$ cat src/rtl/fb_sp_arbiter_pkg.sv
// Shared definitions for the single-port framebuffer arbiter: arbiter states,
// RAM word width and RAM read latency.
package fb_sp_arbiter_pkg;

    localparam int unsigned DATA_WIDTH = 16;
    localparam int unsigned RD_LATENCY = 1;

    typedef enum logic [1:0] {
        ST_RUN        = 2'd0,
        ST_CLEAR_WAIT = 2'd1,
        ST_CLEAR      = 2'd2
    } arb_state_t;

endpackage

$ cat src/rtl/fb_sp_arbiter_if.sv
// Fragment-pipeline side of the arbiter: read request, read response and
// write request streams.
interface fb_sp_arbiter_if #(
    parameter int unsigned INDEX_WIDTH = 14
);

    logic                                   s_rd_valid;
    logic                                   s_rd_ready;
    logic [INDEX_WIDTH-1:0]                 s_rd_index;
    logic                                   m_rd_valid;
    logic [fb_sp_arbiter_pkg::DATA_WIDTH-1:0] m_rd_data;
    logic                                   s_wr_valid;
    logic                                   s_wr_ready;
    logic [INDEX_WIDTH-1:0]                 s_wr_index;
    logic [fb_sp_arbiter_pkg::DATA_WIDTH-1:0] s_wr_data;

    modport master (
        output s_rd_valid, s_rd_index, s_wr_valid, s_wr_index, s_wr_data,
        input  s_rd_ready, m_rd_valid, m_rd_data, s_wr_ready
    );

    modport slave (
        input  s_rd_valid, s_rd_index, s_wr_valid, s_wr_index, s_wr_data,
        output s_rd_ready, m_rd_valid, m_rd_data, s_wr_ready
    );

endinterface

$ cat src/rtl/fb_sp_arbiter_write_buffer.sv
// Write-back FIFO in front of the framebuffer RAM, with a per-entry index
// compare against the incoming read address.
module fb_write_buffer
    import fb_sp_arbiter_pkg::*;
#(
    parameter int unsigned INDEX_WIDTH = 14,
    parameter int unsigned DEPTH       = 4,
    localparam int unsigned PTR_W      = $clog2(DEPTH)
) (
    input  logic                   clk,
    input  logic                   resetn,
    input  logic                   push,
    input  logic [INDEX_WIDTH-1:0] push_index,
    input  logic [DATA_WIDTH-1:0]  push_data,
    input  logic                   pop,
    output logic [INDEX_WIDTH-1:0] head_index,
    output logic [DATA_WIDTH-1:0]  head_data,
    output logic [PTR_W:0]         count,
    input  logic [INDEX_WIDTH-1:0] match_index,
    output logic [DEPTH-1:0]       match
);

    logic [INDEX_WIDTH-1:0] idx_mem [DEPTH];
    logic [DATA_WIDTH-1:0]  dat_mem [DEPTH];
    logic [PTR_W-1:0]       wr_ptr;
    logic [PTR_W-1:0]       rd_ptr;

    always_ff @(posedge clk or negedge resetn) begin
        if (!resetn) begin
            wr_ptr <= '0;
            rd_ptr <= '0;
            count  <= '0;
        end else begin
            if (push) wr_ptr <= wr_ptr + 1'b1;
            if (pop)  rd_ptr <= rd_ptr + 1'b1;
            count <= count + {{PTR_W{1'b0}}, push} - {{PTR_W{1'b0}}, pop};
        end
    end

    always_ff @(posedge clk) begin
        if (push) begin
            idx_mem[wr_ptr] <= push_index;
            dat_mem[wr_ptr] <= push_data;
        end
    end

    assign head_index = idx_mem[rd_ptr];
    assign head_data  = dat_mem[rd_ptr];

    // An entry is live when its distance from the head is below the fill count.
    always_comb begin
        match = '0;
        for (int unsigned i = 0; i < DEPTH; i++) begin
            match[i] = ({1'b0, PTR_W'(i) - rd_ptr} < count) && (idx_mem[i] == match_index);
        end
    end

endmodule

$ cat src/rtl/fb_sp_arbiter.sv
// Single-port framebuffer arbiter: interleaves pipeline reads, buffered
// write-backs and a full-RAM clear onto one RAM port, one operation per cycle.
module fb_sp_arbiter
    import fb_sp_arbiter_pkg::*;
#(
    parameter int unsigned INDEX_WIDTH = 14,
    parameter int unsigned WB_DEPTH    = 4
) (
    input  logic                   clk,
    input  logic                   resetn,
    fb_sp_arbiter_if.slave         fb,
    input  logic                   clear_start,
    input  logic [DATA_WIDTH-1:0]  clear_data,
    output logic                   clear_busy,
    output logic                   idle,
    output logic [INDEX_WIDTH-1:0] mem_addr,
    output logic                   mem_wr_en,
    output logic [DATA_WIDTH-1:0]  mem_wr_data,
    input  logic [DATA_WIDTH-1:0]  mem_rd_data
);

    localparam int unsigned PTR_W = $clog2(WB_DEPTH);

    arb_state_t             state;
    logic [INDEX_WIDTH-1:0] clr_cnt;
    logic [DATA_WIDTH-1:0]  clr_data_q;
    logic [RD_LATENCY-1:0]  rd_pipe;
    logic                   rd_pend;
    logic [DATA_WIDTH-1:0]  rd_hold;

    logic [INDEX_WIDTH-1:0] wb_head_index;
    logic [DATA_WIDTH-1:0]  wb_head_data;
    logic [PTR_W:0]         wb_count;
    logic [WB_DEPTH-1:0]    wb_match;
    logic                   wb_full;
    logic                   wb_empty;
    logic                   hazard;
    logic                   rd_fire;
    logic                   wr_fire;
    logic                   drain;

    fb_write_buffer #(
        .INDEX_WIDTH(INDEX_WIDTH),
        .DEPTH      (WB_DEPTH)
    ) u_wb (
        .clk        (clk),
        .resetn     (resetn),
        .push       (wr_fire),
        .push_index (fb.s_wr_index),
        .push_data  (fb.s_wr_data),
        .pop        (drain),
        .head_index (wb_head_index),
        .head_data  (wb_head_data),
        .count      (wb_count),
        .match_index(fb.s_rd_index),
        .match      (wb_match)
    );

    assign rd_pend = rd_pipe[RD_LATENCY-1];

    // A full buffer blocks reads, so the drain-when-not-reading rule also
    // covers the forced drain and the hazard drain.
    always_comb begin
        wb_full       = (wb_count == (PTR_W+1)'(WB_DEPTH));
        wb_empty      = (wb_count == '0);
        hazard        = |wb_match;
        fb.s_rd_ready = (state == ST_RUN) && !wb_full && !hazard;
        fb.s_wr_ready = (state == ST_RUN) && !wb_full;
        rd_fire       = fb.s_rd_valid && fb.s_rd_ready;
        wr_fire       = fb.s_wr_valid && fb.s_wr_ready;
        unique case (state)
            ST_RUN:        drain = !rd_fire && !wb_empty;
            ST_CLEAR_WAIT: drain = !wb_empty;
            default:       drain = 1'b0;
        endcase
        mem_addr    = '0;
        mem_wr_en   = 1'b0;
        mem_wr_data = '0;
        if (drain) begin
            mem_addr    = wb_head_index;
            mem_wr_en   = 1'b1;
            mem_wr_data = wb_head_data;
        end else if (rd_fire) begin
            mem_addr = fb.s_rd_index;
        end else if (state == ST_CLEAR) begin
            mem_addr    = clr_cnt;
            mem_wr_en   = 1'b1;
            mem_wr_data = clr_data_q;
        end
    end

    always_ff @(posedge clk or negedge resetn) begin
        if (!resetn) begin
            state      <= ST_RUN;
            clr_cnt    <= '0;
            clr_data_q <= '0;
            clear_busy <= 1'b0;
            rd_pipe    <= '0;
            rd_hold    <= '0;
        end else begin
            rd_pipe <= RD_LATENCY'({rd_pipe, rd_fire});
            if (rd_pend) rd_hold <= mem_rd_data;
            unique case (state)
                ST_RUN: begin
                    if (clear_start) begin
                        clr_data_q <= clear_data;
                        clear_busy <= 1'b1;
                        state      <= (wb_empty && !wr_fire) ? ST_CLEAR : ST_CLEAR_WAIT;
                    end
                end
                ST_CLEAR_WAIT: begin
                    if (wb_empty) state <= ST_CLEAR;
                end
                ST_CLEAR: begin
                    clr_cnt <= clr_cnt + 1'b1;
                    if (&clr_cnt) begin
                        state      <= ST_RUN;
                        clear_busy <= 1'b0;
                    end
                end
                default: state <= ST_RUN;
            endcase
        end
    end

    assign fb.m_rd_valid = rd_pend;
    assign fb.m_rd_data  = rd_pend ? mem_rd_data : rd_hold;
    assign idle          = (state == ST_RUN) && wb_empty && !rd_pend;

endmodule

$ cat src/flat_wrapper.sv
// flat-port wrapper written by rule: the top's interface ports become plain ports
module fb_sp_arbiter_flat import fb_sp_arbiter_pkg::*;
#(
    parameter int unsigned INDEX_WIDTH = 14,
    parameter int unsigned WB_DEPTH    = 4
)
  (clk, resetn, clear_start, clear_data, clear_busy, idle, mem_addr, mem_wr_en, mem_wr_data, mem_rd_data, fb_s_rd_valid, fb_s_rd_index, fb_s_wr_valid, fb_s_wr_index, fb_s_wr_data, fb_s_rd_ready, fb_m_rd_valid, fb_m_rd_data, fb_s_wr_ready);
  fb_sp_arbiter_if #(.INDEX_WIDTH(INDEX_WIDTH)) fb_i ();
  input  logic clk;
  input  logic resetn;
  input  logic clear_start;
  input  logic [DATA_WIDTH-1:0] clear_data;
  output logic clear_busy;
  output logic idle;
  output logic [INDEX_WIDTH-1:0] mem_addr;
  output logic mem_wr_en;
  output logic [DATA_WIDTH-1:0] mem_wr_data;
  input  logic [DATA_WIDTH-1:0] mem_rd_data;
  input wire logic [$bits(fb_i.s_rd_valid)-1:0] fb_s_rd_valid;
  input wire logic [$bits(fb_i.s_rd_index)-1:0] fb_s_rd_index;
  input wire logic [$bits(fb_i.s_wr_valid)-1:0] fb_s_wr_valid;
  input wire logic [$bits(fb_i.s_wr_index)-1:0] fb_s_wr_index;
  input wire logic [$bits(fb_i.s_wr_data)-1:0] fb_s_wr_data;
  output wire logic [$bits(fb_i.s_rd_ready)-1:0] fb_s_rd_ready;
  output wire logic [$bits(fb_i.m_rd_valid)-1:0] fb_m_rd_valid;
  output wire logic [$bits(fb_i.m_rd_data)-1:0] fb_m_rd_data;
  output wire logic [$bits(fb_i.s_wr_ready)-1:0] fb_s_wr_ready;
  assign fb_i.s_rd_valid = fb_s_rd_valid;
  assign fb_i.s_rd_index = fb_s_rd_index;
  assign fb_i.s_wr_valid = fb_s_wr_valid;
  assign fb_i.s_wr_index = fb_s_wr_index;
  assign fb_i.s_wr_data = fb_s_wr_data;
  assign fb_s_rd_ready = fb_i.s_rd_ready;
  assign fb_m_rd_valid = fb_i.m_rd_valid;
  assign fb_m_rd_data = fb_i.m_rd_data;
  assign fb_s_wr_ready = fb_i.s_wr_ready;
  fb_sp_arbiter #(.INDEX_WIDTH(INDEX_WIDTH), .WB_DEPTH(WB_DEPTH)) u_core (.clk(clk), .resetn(resetn), .fb(fb_i), .clear_start(clear_start), .clear_data(clear_data), .clear_busy(clear_busy), .idle(idle), .mem_addr(mem_addr), .mem_wr_en(mem_wr_en), .mem_wr_data(mem_wr_data), .mem_rd_data(mem_rd_data));
endmodule
$ cat config.mk
export PLATFORM = sky130hd
export DESIGN_NAME = fb_sp_arbiter_flat
export DESIGN_NICKNAME = d
export VERILOG_FILES = /design/src/rtl/fb_sp_arbiter_pkg.sv /design/src/rtl/fb_sp_arbiter_if.sv /design/src/rtl/fb_sp_arbiter_write_buffer.sv /design/src/rtl/fb_sp_arbiter.sv /design/src/flat_wrapper.sv
export SDC_FILE = /design/constraint.sdc
export NUM_CORES = 1
export LEC_CHECK = 0
export ABC_AREA = 1
export CAP_MARGIN = 20
export CORE_ASPECT_RATIO = 1.5
export CORE_MARGIN = 2
export CORE_UTILIZATION = 30
export DETAILED_ROUTE_END_ITERATION = 7
export HOLD_SLACK_MARGIN = 0.15
export PLACE_DENSITY_LB_ADDON = 0.15
export SLEW_MARGIN = 40
export SYNTH_ARGS = -nofsm -noshare
export SYNTH_HDL_FRONTEND = slang
export SYNTH_SLANG_ARGS = --single-unit
$ cat constraint.sdc
create_clock -name clk -period 3.6 [get_ports clk]
set_clock_uncertainty 0.05 [all_clocks]
set_input_delay 0.54 -clock clk [delete_from_list [all_inputs] [get_ports clk]]
set_output_delay 0.54 -clock clk [all_outputs]
set_load 0.05 [all_outputs]
* Word level (Yosys, flattened, before mapping) *
Memory sizes are Yosys's and may differ from the RTL's.
Index checks and enable logic that the tools add are counted.

storage, ports and cells
  flip-flop bits (word level) = 57
  bits in latches = 0
  bits in writable memories = 120
  bits in read-only memories = 0
  output and inout bits = 52
  memories = 2

cells by class
  add/subtract/negate cells = 9
  multipliers = 0
  divide/modulo/power cells = 0
  magnitude comparators = 4
  eq/ne operators = 10
  shift-type cells = 0
  mux-type cells = 21
  bitwise operators = 0
  reduce and logical (&&, ||, !) cells = 26

memory list
  name                 words  bits a word  read ports  clocked after Yosys merged registers in  write ports  line                              source
  u_core.u_wb.dat_mem  4      16           1           0                                        1            fb_sp_arbiter_write_buffer.sv:24  logic [DATA_WIDTH-1:0] dat_mem [DEPTH];
  u_core.u_wb.idx_mem  4      14           5           0                                        1            fb_sp_arbiter_write_buffer.sv:23  logic [INDEX_WIDTH-1:0] idx_mem [DEPTH];

operators with widths
  kind                   count
  $mux 16                4
  $eq 14x14->1           4
  $mux 14                3
  $add 14x1->14 const B  1
  $reduce_and 14->1      1
  $logic_and 1x1->1      12
  $lt 2x3->1             4
  $mux 2                 4
  $mux 1                 7
  $logic_not 1->1        6
  $pmux 2 s3             1
  $reduce_and 3->1       2
  $add 2x1->2 const B    2
  $ne 2x2->1 const B     2
  $pmux 1 s2             2
  $reduce_or 4->1        1
  $sub 1x2->2 const A    2
  $sub 2x2->2 const A    2
  $add 3x1->3            1
  $eq 3x3->1 const B     1
  $logic_not 3->1        1
  $sub 3x1->3            1
  $eq 2x1->1 const B     1
  $eq 2x2->1 const B     1
  other kinds (4)        4

* Depth between registers and ports, before layout *
Gate-level depths: netlist of the first run.

  depth after elaboration = 11
  mapped depth = 25
  depth with buffers taken out = 23

* By module *
A second synthesis of the first run with hierarchy kept.

second synthesis, totals
  cells, all modules = 794
  area, all modules = 8386.8 sq um

by module, submodules not included
  module           times used  cells each  area an instance (sq um)
  fb_write_buffer  1           490         5721.7
  fb_sp_arbiter    1           304         2665.1

* Worst setup path before layout of the first run *
OpenSTA, ideal clock, no wires.

  path kind = flip-flop to flip-flop
  from = register u_core.u_wb.rd_ptr[1]
  to = register u_core.u_wb.count[2]
  setup time = 0.129 ns
  arrival time = 3.311 ns
  path slack = 0.110 ns
  cell stages (with the launch flop) = 22
  period minus slack after synthesis = 3.490 ns
  cells stage by stage = dfrtp_1 > buf_2 > clkinv_1 > nand2_1 > buf_2 > nand2_1 > ha_1 > a21oi_1 > or2_0 > nand3_1 > nand2_2 > nor2_4 > nand3_4 > nand2_1 > inv_1 > ha_1 > inv_1 > ha_1 > inv_1 > fa_1 > xnor2_1 > xor2_1

on the way
  word-level cells in the longest chain between the ends = 11
  elaborated cells on any way between the ends = 20
  classes of those cells = add/sub (5); order compare (4); mux (1); reduce/logical (10)

ends and longest elaborated chain
  item                                               line                              source
  start, declared                                    fb_sp_arbiter_write_buffer.sv:26  logic [PTR_W-1:0] rd_ptr;
  start signal, assigned                             fb_sp_arbiter_write_buffer.sv:35  if (pop) rd_ptr <= rd_ptr + 1'b1;
  $sub 1x2->2 / $sub 2x2->2 (equally long branches)  fb_sp_arbiter_write_buffer.sv:54  match[i] = ({1'b0, PTR_W'(i) - rd_ptr} < count) && (idx_mem[i] == match_index);
  $lt 2x3->1                                         fb_sp_arbiter_write_buffer.sv:54
  $logic_and 1x1->1                                  fb_sp_arbiter_write_buffer.sv:54
  $reduce_or 4->1 *                                  fb_sp_arbiter.sv:66               hazard = |wb_match;
  $logic_not 1->1 *                                  fb_sp_arbiter.sv:67               fb.s_rd_ready = (state == ST_RUN) && !wb_full && !hazard;
  $logic_and 1x1->1 *                                fb_sp_arbiter.sv:67
  $logic_and 1x1->1 *                                fb_sp_arbiter.sv:69               rd_fire = fb.s_rd_valid && fb.s_rd_ready;
  $logic_not 1->1 *                                  fb_sp_arbiter.sv:72               ST_RUN: drain = !rd_fire && !wb_empty;
  $logic_and 1x1->1 *                                fb_sp_arbiter.sv:72
  $pmux 1 s2 *                                       fb_sp_arbiter.sv:71               unique case (state)
  $sub 3x1->3 *                                      fb_sp_arbiter_write_buffer.sv:36  count <= count + {{PTR_W{1'b0}}, push} - {{PTR_W{1'b0}}, pop};
  end signal, assigned                               fb_sp_arbiter_write_buffer.sv:36
  end, declared                                      fb_sp_arbiter_write_buffer.sv:18  output logic [PTR_W:0] count,

Mark *: on every way between the ends. The rest lies on a longest branch, timed or not.
A chain may end at the register's enable or synchronous reset.

* Final worst setup path of the first run *
  from = register u_core.u_wb.rd_ptr[1]
  to = output mem_wr_data[7]

on the way
  word-level cells in the longest chain between the ends = 11
  elaborated cells on any way between the ends = 22
  classes of those cells = add/sub (4); order compare (4); mux (3); reduce/logical (10); memory (1)

ends and longest elaborated chain
  item                                               line                              source
  $sub 1x2->2 / $sub 2x2->2 (equally long branches)  fb_sp_arbiter_write_buffer.sv:54
  $lt 2x3->1                                         fb_sp_arbiter_write_buffer.sv:54
  $logic_and 1x1->1                                  fb_sp_arbiter_write_buffer.sv:54
  $reduce_or 4->1                                    fb_sp_arbiter.sv:66
  $logic_not 1->1                                    fb_sp_arbiter.sv:67
  $logic_and 1x1->1                                  fb_sp_arbiter.sv:67
  $logic_and 1x1->1                                  fb_sp_arbiter.sv:69
  $logic_not 1->1                                    fb_sp_arbiter.sv:72
  $logic_and 1x1->1                                  fb_sp_arbiter.sv:72
  $pmux 1 s2                                         fb_sp_arbiter.sv:71
  $mux 16 *                                          fb_sp_arbiter.sv:79               if (drain) begin
  end, declared                                      flat_wrapper.sv:17                output logic [DATA_WIDTH-1:0] mem_wr_data;

Marked as above.

==> results of run 1 <==
==> timing repair <==
action                                  4_1_cts  5_1_grt
gates resized for setup                       0       23
hold endpoints to repair                     20        0
hold buffers                                  1        0
buffers inserted                              0        1
endpoints found under the setup margin        0       31
==> cell usage after synthesis (5+ instances only) <==
library cell	number	area share (%)
sky130_fd_sc_hd__o211ai_1	5	0.44
sky130_fd_sc_hd__clkbuf_1	21	0.92
sky130_fd_sc_hd__nand3_2	21	2.4
sky130_fd_sc_hd__inv_2	5	0.22
sky130_fd_sc_hd__dfrtp_1	57	17
sky130_fd_sc_hd__xor2_1	20	2.0
sky130_fd_sc_hd__nand3_1	100	5.8
sky130_fd_sc_hd__inv_1	76	3.3
sky130_fd_sc_hd__mux2_2	32	4.2
sky130_fd_sc_hd__nand2_1	214	9.3
sky130_fd_sc_hd__a21oi_1	14	0.81
sky130_fd_sc_hd__xnor2_1	13	1.3
sky130_fd_sc_hd__nand4_1	37	2.7
sky130_fd_sc_hd__edfxtp_1	120	42
sky130_fd_sc_hd__ha_1	11	1.6
sky130_fd_sc_hd__buf_2	8	0.47
sky130_fd_sc_hd__nor2_1	50	2.2
==> sequential cells by signal, indices dropped and copies added, names as in the netlist <==
register	count
u_core.clear_busy	1
u_core.fb.m_rd_valid	1
u_core.state	2
u_core.u_wb.count	3
u_core.u_wb.wr_ptr	2
u_core.rd_hold	16
u_core.clr_cnt	14
u_core.u_wb.rd_ptr	2
u_core.u_wb.dat_mem	64
u_core.u_wb.idx_mem	56
u_core.clr_data_q	16
==> metrics by stage <==
| step | area [µm²] | power [mW] |
|---|---|---|
| final | 11130 | 4.222 |
| after global routing | 11130 | 4.367 |
| after CTS | 11010 | 4.282 |
| after detailed placement | 10430 | 2.463 |
| after global placement | 10430 | 2.462 |
| after floorplan | 8598 | 2.305 |
==> kinds of logic after synthesis <==
| group | share of synthesized area [%] |
|---|---|
| mux | 4.191 |
| compound gates | 2.707 |
| fa+ha+maj | 1.834 |
| simple gates | 23.57 |
| flops | 58.50 |
| xor+xnor | 3.361 |
| buf+inv | 5.835 |
==> routing by layer <==
layer / up-vias / track usage, %
li1: 3162 / -
met2: 149 / 31.60
met3: 44 / 2.850
met5: - / 0
met1: 3148 / 18.90
met4: 0 / 7.310
==> power by group through the flow <==
stage	sequential (mW)	clock, mW	combinational, mW
4_1_cts	2.18	1.86	0.237
3_3_place_gp	2.23	0	0.235
2_1_floorplan	2.23	0	0.0749
6_report	2.18	1.80	0.234
5_1_grt	2.18	1.93	0.254
3_5_place_dp	2.23	0	0.235
==> final cells by class <==
class / count / area, µm²
tap: 346 / 432.9
inverter: 84 / 317.8
multi-input combinational: 546 / 3117
antenna: 1 / 2.502
timing repair buffer: 167 / 1662
clock inverter: 11 / 118.9
sequential: 177 / 5031
clock buffer: 21 / 450.4
fill: 2755 / 16930
==> critical path, delay by kind of cell (launching register included) <==
family | cells | cell delay (ns)
fa+ha+maj | 1 | 0.21
flops | 1 | 0.41
buf+inv | 5 | 0.59
simple gates | 12 | 1.13
==> worst min path at each step <==
stage,to
after floorplan,u_core.clear_busy
after global placement,u_core.clr_cnt[10]
after detailed placement,u_core.rd_hold[5]
after CTS,u_core.rd_hold[5]
after global routing,u_core.rd_hold[10]
final,u_core.rd_hold[5]
==> flow_metrics.tcl, run 1 <==
set metrics [dict create \
    outcome "finished clean" \
    required_ns 3.01 \
    cts_max_path_buffers 2 \
    post_synthesis_async_set_or_reset_flop_share_pct 32.20 \
    yosysWarningCount 0 \
    hold_depth 1 \
    worstRegToRegCells 23 \
    m1WireLength_um 9639 \
    via_count_of_the_first_global_routing_pass 6758 \
    grt_remaining_overflow 0 \
    wl_met3_um 818 \
    drt_wl_total_um 24830 \
    grt_setup_unrepaired "true" \
    wl_met2_um 13610 \
    cp-start-kind "flip-flop" \
    power.share.combinational_pct 5.5 \
    dpl.hpwl_um 17760 \
    avgSynthCellArea_um2 10.18 \
    top_signal_layer_used "met4" \
    synth-edff-count 120 \
    ys_seq_area_share_pct 58.50 \
    postSynth.topFlopCell "sky130_fd_sc_hd__edfxtp_1" \
    holdCritPathClass "flip-flop to flip-flop" \
    min_tclk_post_route_ns 3.387 \
    layout_worst_path_cycle_share_pct 94.08 \
    routed_wire_length_per_instance_um 18.35 \
    power.share.clock_pct 42.7 \
    critical_path.max_fanout 14 \
    synth.lib_cells_used.distinct 38 \
    share_of_total_power_in_sequential_cells_pct 51.7 \
    achievable-frequency_ghz 0.2953 \
    ant_nets 0 \
    design.die.area_um2 30060 \
    totalNegativeSetupSlack_ns 0 \
    power-per-cell-area_nw_per_um2 379.2 \
    final_critical_path_setup_slack_ns 0.2131 \
    clockRootBuffer "sky130_fd_sc_hd__clkbuf_16" \
    hold_viol 0 \
    final-setup-viol-count 0 \
    crit_path_end "mem_wr_data[7]" \
    dominant_cell_type_by_count_on_the_critical_path "sky130_fd_sc_hd__nand2_1" \
    regToRegSetupSlack_ns 0.44 \
    dieHeight_um 211.3 \
    timing.slew.headroom_pct 49.61 \
    drtPass1Iterations 5 \
    tightestPinTransition_ns 0.7558 \
    clkSinkCount 177 \
    p_leak_nw 4.674 \
    fin_worst_hold_slack_ns 0.4451 \
    placement.setup.worst_slack_ns 0.1607 \
    timing.final.max_slew_violations 0 \
    crit_path_max_incr_delay_ns 0.41 \
    nNetsFinal 1086 \
    place_inst 1317 \
    mostFrequentLayoutCell "sky130_fd_sc_hd__nand2_1" \
    drtIter0Drc 392 \
    io_buffer_count 132 \
    ys_seq_elements 177 \
    ir_drop_uv 329.5 \
    setup.worst_path.class "flip-flop to output pin" \
    final_layout_size_suffix_gt1_share_pct 17.30 \
    tritoncts.num_buffers 17 \
    post_synth_inst_count 845 \
    sequence_of_cells_on_the_critical_path "clkinv_1, nand2_1, nand2_2, inv_1, ha_1, nand2_1, nand2_1, nand2_1, nand3_1, nor2_2, nand2_1, nand2_1, inv_2, nand3_4, buf_12, nand3_1, nand2_1, buf_6" \
    mappedNetlistNets 938 \
    switching_share_pct 22.06 \
    cp-startpoint "u_core.u_wb.rd_ptr[1]" \
    grt_first_pass_wirelength_um 38050 \
    most-common-layout-cells "212 x sky130_fd_sc_hd__nand2_1, 120 x sky130_fd_sc_hd__edfxtp_1, 99 x sky130_fd_sc_hd__clkdlybuf4s50_1, 98 x sky130_fd_sc_hd__nand3_1, 76 x sky130_fd_sc_hd__inv_1" \
    gr-usage-all-layers_pct 17.00 \
    ioPinCount 133 \
    route.vias.total 6503 \
    arrival_ns 2.80 \
    fin_cells 1353 \
    finish.utilization_pct 39.67 \
    cts_tree "done" \
    largest_net_degree_at_the_start_of_global_routing 39 \
    hold_path_startpoint "u_core.rd_hold[5]" \
    syn_to_final_growth_pct 29.47 \
    cp_slowest_cell "sky130_fd_sc_hd__dfrtp_1" \
    insertion_delay_ns 0.43 \
    dieWidth_um 142.2 \
    internal-power_mw 3.290 \
    std_cell_rows 75 \
    timing.max_cap.violations 0 \
    timing.critical_path.to_type "output pin" \
    cts_max_level 4 \
    finalWeightedCongestion 0.8214 \
    vias_per_cell 4.806 \
    grt_antenna_before_repair 1 \
    synth.cell_area_um2 8598 \
    start_util_pct 30.64 \
    r2r_start "u_core.u_wb.rd_ptr[1]" \
    path_clk_slew_ns 0.07 \
    post-route-drc-count 0 \
    r2r_end "u_core.u_wb.count[2]" \
    coreArea_um2 28060 \
    p_sw_mw 0.9312 \
]
(Power assumes the default switching activity.)
==> run 2: changes to the inputs <==
Settings changed: CTS_BUF_LIST set to sky130_fd_sc_hd__clkbuf_8, PLACE_DENSITY set to 0.55, PLACE_DENSITY_LB_ADDON 0.15 to unset.
Clock period 3.6 ns to 2.87 ns, I/O delays scaled along.
==> flow_metrics.tcl, run 2 (synthesized netlist as in run 1, its figures left out) <==
set metrics [dict create \
    share_of_total_power_in_sequential_cells_pct 55.8 \
    layout_worst_path_cycle_share_pct 115.4 \
    cp-start-kind "flip-flop" \
    most-common-layout-cells "201 x sky130_fd_sc_hd__nand2_1, 120 x sky130_fd_sc_hd__edfxtp_1, 97 x sky130_fd_sc_hd__clkdlybuf4s50_1, 92 x sky130_fd_sc_hd__nand3_1, 70 x sky130_fd_sc_hd__inv_1" \
    failed_checks "negative setup slack" \
    mostFrequentLayoutCell "sky130_fd_sc_hd__nand2_1" \
    registers_with_the_highest_flip_flop_counts "u_core.u_wb.dat_mem: 64 flops, u_core.u_wb.idx_mem: 56 flops" \
    syn_to_final_growth_pct 33.43 \
    cts_max_path_buffers 2 \
    tritoncts.num_buffers 17 \
    min_tclk_post_route_ns 3.311 \
    route.vias.total 6604 \
    cts_tree "done" \
    timing.slew.headroom_pct 62.65 \
    io_buffer_count 132 \
    largest_net_degree_at_the_start_of_global_routing 58 \
    power.share.combinational_pct 6.1 \
    dieHeight_um 211.3 \
    via_count_of_the_first_global_routing_pass 6781 \
    path_clk_slew_ns 0.10 \
    clockRootBuffer "sky130_fd_sc_hd__clkbuf_8" \
    tightestPinTransition_ns 0.5584 \
    placement.setup.worst_slack_ns -0.4978 \
    fin_worst_hold_slack_ns 0.4171 \
    vias_per_cell 4.786 \
    cts_max_level 4 \
    clkSinkCount 177 \
    drt_wl_total_um 24930 \
    hold_viol 0 \
    timing.critical_path.to_type "output pin" \
    dpl.hpwl_um 17140 \
    start_util_pct 30.64 \
    ioPinCount 133 \
    coreArea_um2 28060 \
    p_sw_mw 1.175 \
    outcome "complete, but fails checks" \
    grt_antenna_before_repair 0 \
    final_critical_path_setup_slack_ns -0.4407 \
    drtIter0Drc 452 \
    setup.worst_path.class "flip-flop to output pin" \
    insertion_delay_ns 0.49 \
    power-per-cell-area_nw_per_um2 427.9 \
    std_cell_rows 75 \
    largest_reg_flops 64 \
    final-setup-viol-count 34 \
    design.die.area_um2 30060 \
    finish.utilization_pct 40.89 \
    switching_share_pct 23.93 \
    post-route-drc-count 0 \
    achievable-frequency_ghz 0.3020 \
    regToRegSetupSlack_ns -0.31 \
    p_leak_nw 4.851 \
    timing.final.max_slew_violations 0 \
    largest_register "u_core.u_wb.dat_mem" \
    gr-usage-all-layers_pct 16.73 \
    timing.max_cap.violations 0 \
    ir_drop_uv 273.2 \
    nNetsFinal 1113 \
    critical_path.max_fanout 7 \
    final_layout_size_suffix_gt1_share_pct 23.04 \
    total_power_mw 4.909 \
    power.share.clock_pct 38.2 \
    internal-power_mw 3.735 \
    drtPass1Iterations 6 \
    grt_setup_unrepaired "true" \
    arrival_ns 2.83 \
    required_ns 2.39 \
    holdCritPathClass "input port to asynchronous set/reset pin" \
    dieWidth_um 142.2 \
    routed_wire_length_per_instance_um 18.07 \
    ant_nets 0 \
    grt_remaining_overflow 0 \
    finalWeightedCongestion 0.8363 \
    grt_first_pass_wirelength_um 37740 \
    totalNegativeSetupSlack_ns -12.64 \
]
-- run 2: layer usage --
layer / vias to the layer above / wire [µm] / GRT usage, %
li1: 3209 / - / -
met1: 3218 / 9917 / 18.87
met2: 134 / 13510 / 31.00
met3: 43 / 825 / 2.782
met4: 0 / 674 / 6.793
met5: - / 0 / 0
-- run 2: cell type report --
class,instances,area (µm²)
well taps,346,432.9
diodes,1,2.502
inverters,84,330.3
repair buffers,194,1953
flip-flops and latches,177,5034
clock inverters,14,188.9
multi-input cells,546,3283
fillers,2658,16590
clock buffers,18,247.7
-- run 2: repair_timing --
| action | 4_1_cts | 5_1_grt |
|---|---|---|
| setup buffers | 7 | 3 |
| endpoints found under the setup margin | 51 | 35 |
| pin swaps | 5 | 9 |
| hold buffers | 1 | 0 |
| gates cloned | 1 | 2 |
| endpoints found under the hold margin | 57 | 0 |
| resized for setup | 65 | 23 |
-- run 2: through the flow --
step / cells / area, µm²
2_1_floorplan: 845 / 8677
3_3_place_gp: 1333 / 10540
3_5_place_dp: 1333 / 10540
4_1_cts: 1374 / 11300
5_1_grt: 1379 / 11470
6_report: 1380 / 11470
-- run 2: worst max-delay path, stage by stage, from the launching register on --
cell and delay (ns):
sky130_fd_sc_hd__dfrtp_2 0.48, sky130_fd_sc_hd__clkinv_8 0.07, sky130_fd_sc_hd__nand2_4 0.07, sky130_fd_sc_hd__nand2_4 0.07, sky130_fd_sc_hd__ha_4 0.26, sky130_fd_sc_hd__a21oi_2 0.04, sky130_fd_sc_hd__or2_1 0.27, sky130_fd_sc_hd__nand3_2 0.09
sky130_fd_sc_hd__nand2_4 0.06, sky130_fd_sc_hd__nor2_4 0.11, sky130_fd_sc_hd__nand3_4 0.21, sky130_fd_sc_hd__buf_12 0.23, sky130_fd_sc_hd__nand3_1 0.08, sky130_fd_sc_hd__nand3_2 0.11, sky130_fd_sc_hd__buf_6 0.17
-- run 2: worst paths after layout --
check                                      start                    end  cells past startpoint
setup / recovery           u_core.u_wb.rd_ptr[1]            mem_addr[0]                     14
setup reg to reg           u_core.u_wb.rd_ptr[1]   u_core.u_wb.count[2]                     19
hold / removal                            resetn   u_core.clr_data_q[1]                      3
max in group asynchronous                 resetn  u_core.u_wb.rd_ptr[0]                      3
hold reg to reg               u_core.rd_hold[12]     u_core.rd_hold[12]                      1
min in group clk              u_core.rd_hold[12]     u_core.rd_hold[12]                      1
-- run 2: power groups by stage --
stage | clock (mW) | sequential (mW) | combinational, mW
3_5_place_dp | 0 | 2.79 | 0.300
5_1_grt | 2.02 | 2.74 | 0.323
6_report | 1.87 | 2.74 | 0.299
2_1_floorplan | 0 | 2.80 | 0.0940
4_1_cts | 1.92 | 2.74 | 0.303
3_3_place_gp | 0 | 2.79 | 0.297
==> run 3: changes to the inputs <==
Settings changed: CORE_ASPECT_RATIO 1.5 to unset.
==> flow_metrics.tcl, run 3 (synthesized netlist as in run 1, its figures left out) <==
set metrics [dict create \
    outcome "complete, but fails checks" \
    failed_checks "negative setup slack" \
    dieHeight_um 173.3 \
    gr-usage-all-layers_pct 16.81 \
    grt_antenna_before_repair 2 \
    regToRegSetupSlack_ns -0.37 \
    vias_per_cell 4.721 \
    timing.critical_path.to_type "output pin" \
    route.vias.total 6694 \
    insertion_delay_ns 0.47 \
    path_clk_slew_ns 0.12 \
    via_count_of_the_first_global_routing_pass 6795 \
    hold_viol 0 \
    registers_with_the_highest_flip_flop_counts "u_core.u_wb.dat_mem: 64 flops, u_core.u_wb.idx_mem: 56 flops" \
    largest_reg_flops 64 \
    min_tclk_post_route_ns 3.294 \
    critical_path.max_fanout 5 \
    clkSinkCount 177 \
    cts_max_level 4 \
    tightestPinTransition_ns 0.5915 \
    mostFrequentLayoutCell "sky130_fd_sc_hd__nand2_1" \
    drtPass1Iterations 5 \
    holdCritPathClass "input port to asynchronous set/reset pin" \
    timing.max_cap.violations 0 \
    std_cell_rows 61 \
    power-per-cell-area_nw_per_um2 422.7 \
    nNetsFinal 1119 \
    fillers 2683 \
    final_layout_size_suffix_gt1_share_pct 24.74 \
    total_power_mw 4.970 \
    sequence_of_cells_on_the_critical_path "clkinv_8, nand2_4, nand2_4, ha_4, a21oi_2, or2_1, nand3_1, nand2_2, nor2_4, nand3_4, buf_6, buf_16, buf_8, nand3_2, nand2_2, buf_8" \
    critPathTopFamily "simple AND/OR/NAND/NOR gates" \
    finalWeightedCongestion 0.8996 \
    routed_wire_length_per_instance_um 17.44 \
    required_ns 2.39 \
    placement.setup.worst_slack_ns -0.4721 \
    io_buffer_count 132 \
    largest_net_degree_at_the_start_of_global_routing 58 \
    most-common-layout-cells "195 x sky130_fd_sc_hd__nand2_1, 120 x sky130_fd_sc_hd__edfxtp_1, 97 x sky130_fd_sc_hd__clkdlybuf4s50_1, 86 x sky130_fd_sc_hd__nand3_1, 70 x sky130_fd_sc_hd__inv_1" \
    syn_to_final_growth_pct 36.74 \
    layout_worst_path_cycle_share_pct 114.8 \
    cts_max_path_buffers 2 \
    achievable-frequency_ghz 0.3036 \
    design.die.area_um2 30030 \
    grt_remaining_overflow 0 \
    grt_setup_unrepaired "true" \
    ioPinCount 133 \
    final_critical_path_setup_slack_ns -0.4240 \
    dpl.hpwl_um 16580 \
    cp-start-kind "flip-flop" \
    setup.worst_path.class "flip-flop to output pin" \
    start_util_pct 30.70 \
    ir_drop_uv 278.4 \
    clockRootBuffer "sky130_fd_sc_hd__clkbuf_8" \
    timing.slew.headroom_pct 60.56 \
    final-setup-viol-count 34 \
    drt_wl_total_um 24740 \
    p_leak_nw 4.890 \
    cts_tree "done" \
    drtIter0Drc 480 \
    path_buf_inv 5 \
    cp_slowest_cell "sky130_fd_sc_hd__dfrtp_2" \
    crit_path_max_incr_delay_ns 0.49 \
    largest_register "u_core.u_wb.dat_mem" \
    arrival_ns 2.81 \
    coreArea_um2 28010 \
    post-route-drc-count 0 \
    timing.final.max_slew_violations 0 \
    tritoncts.num_buffers 17 \
    dieWidth_um 173.3 \
    ant_nets 0 \
    grt_first_pass_wirelength_um 38990 \
]
-- run 3: cell types whose count changed in the layout (fill, tap and decap cells not counted), sizes merged --
| cell | change |
|---|---|
| inv | +2 |
| buf | +8 |
| clkinv | +1 |
| clkbuf | -3 |
| bufinv | -2 |
-- run 3: area by class of cell --
class,count,area [µm²],area share (%)
well taps,378,473.0,4.023
inverters,84,330.3,2.809
clock buffers,17,234.0,1.990
repair buffers,200,2093,17.80
diodes,1,2.502,0.02128
flip-flops and latches,177,5034,42.81
multi-input cells,546,3363,28.60
clock inverters,15,227.7,1.937
-- run 3: final timing paths --
check	depth (start not counted)	startpoint	end
setup / recovery	16	u_core.u_wb.rd_ptr[1]	mem_wr_data[13]
hold / removal	3	resetn	u_core.rd_hold[15]
setup reg to reg	21	u_core.u_wb.rd_ptr[1]	u_core.u_wb.count[2]
hold reg to reg	1	u_core.rd_hold[13]	u_core.rd_hold[13]
max in group asynchronous	3	resetn	u_core.u_wb.rd_ptr[1]
min in group clk	1	u_core.rd_hold[13]	u_core.rd_hold[13]
-- run 3: per-layer routing --
metal	share of wire, %	up-vias	track usage (%)
li1	-	3226	-
met1	45	3245	22.16
met2	48	189	27.40
met3	5.0	32	3.268
met4	2.0	2	6.427
met5	0.053	-	0
-- run 3: tightest hold or removal path: cells and delay by family --
kind / cells / cell delay, ns
buffers and inverters: 3 / 0.93
-- run 3: repair_timing --
item / in CTS / in global routing
endpoints found under the hold margin: 57 / 0
pin swaps: 29 / 19
setup buffers: 13 / 5
resized for setup: 99 / 26
hold buffers: 1 / 0
gates cloned: 3 / 0
setup endpoints to repair: 51 / 35
-- run 3: report_power, final --
group | internal [mW] | total (mW) | switching, mW
clock network | 0.727 | 1.93 | 1.20
registers | 2.74 | 2.74 | 0.00206
logic | 0.157 | 0.306 | 0.149
total | 3.62 | 4.97 | 1.35
-- run 3: metrics by stage --
stage / utilization [%] / hold WS, ns / cells / TNS (ns) / instance area, µm²
2_1_floorplan: - / 0.08491 / 845 / -46.82 / 8677
3_3_place_gp: 38.00 / 0.4196 / 1367 / -11.57 / 10640
3_5_place_dp: 38.00 / 0.4187 / 1367 / -9.460 / 10640
4_1_cts: 41.67 / 0.4004 / 1416 / -12.87 / 11670
5_1_grt: 41.97 / 0.4492 / 1417 / -15.87 / 11760
6_report: 41.98 / 0.4188 / 1418 / -11.20 / 11760
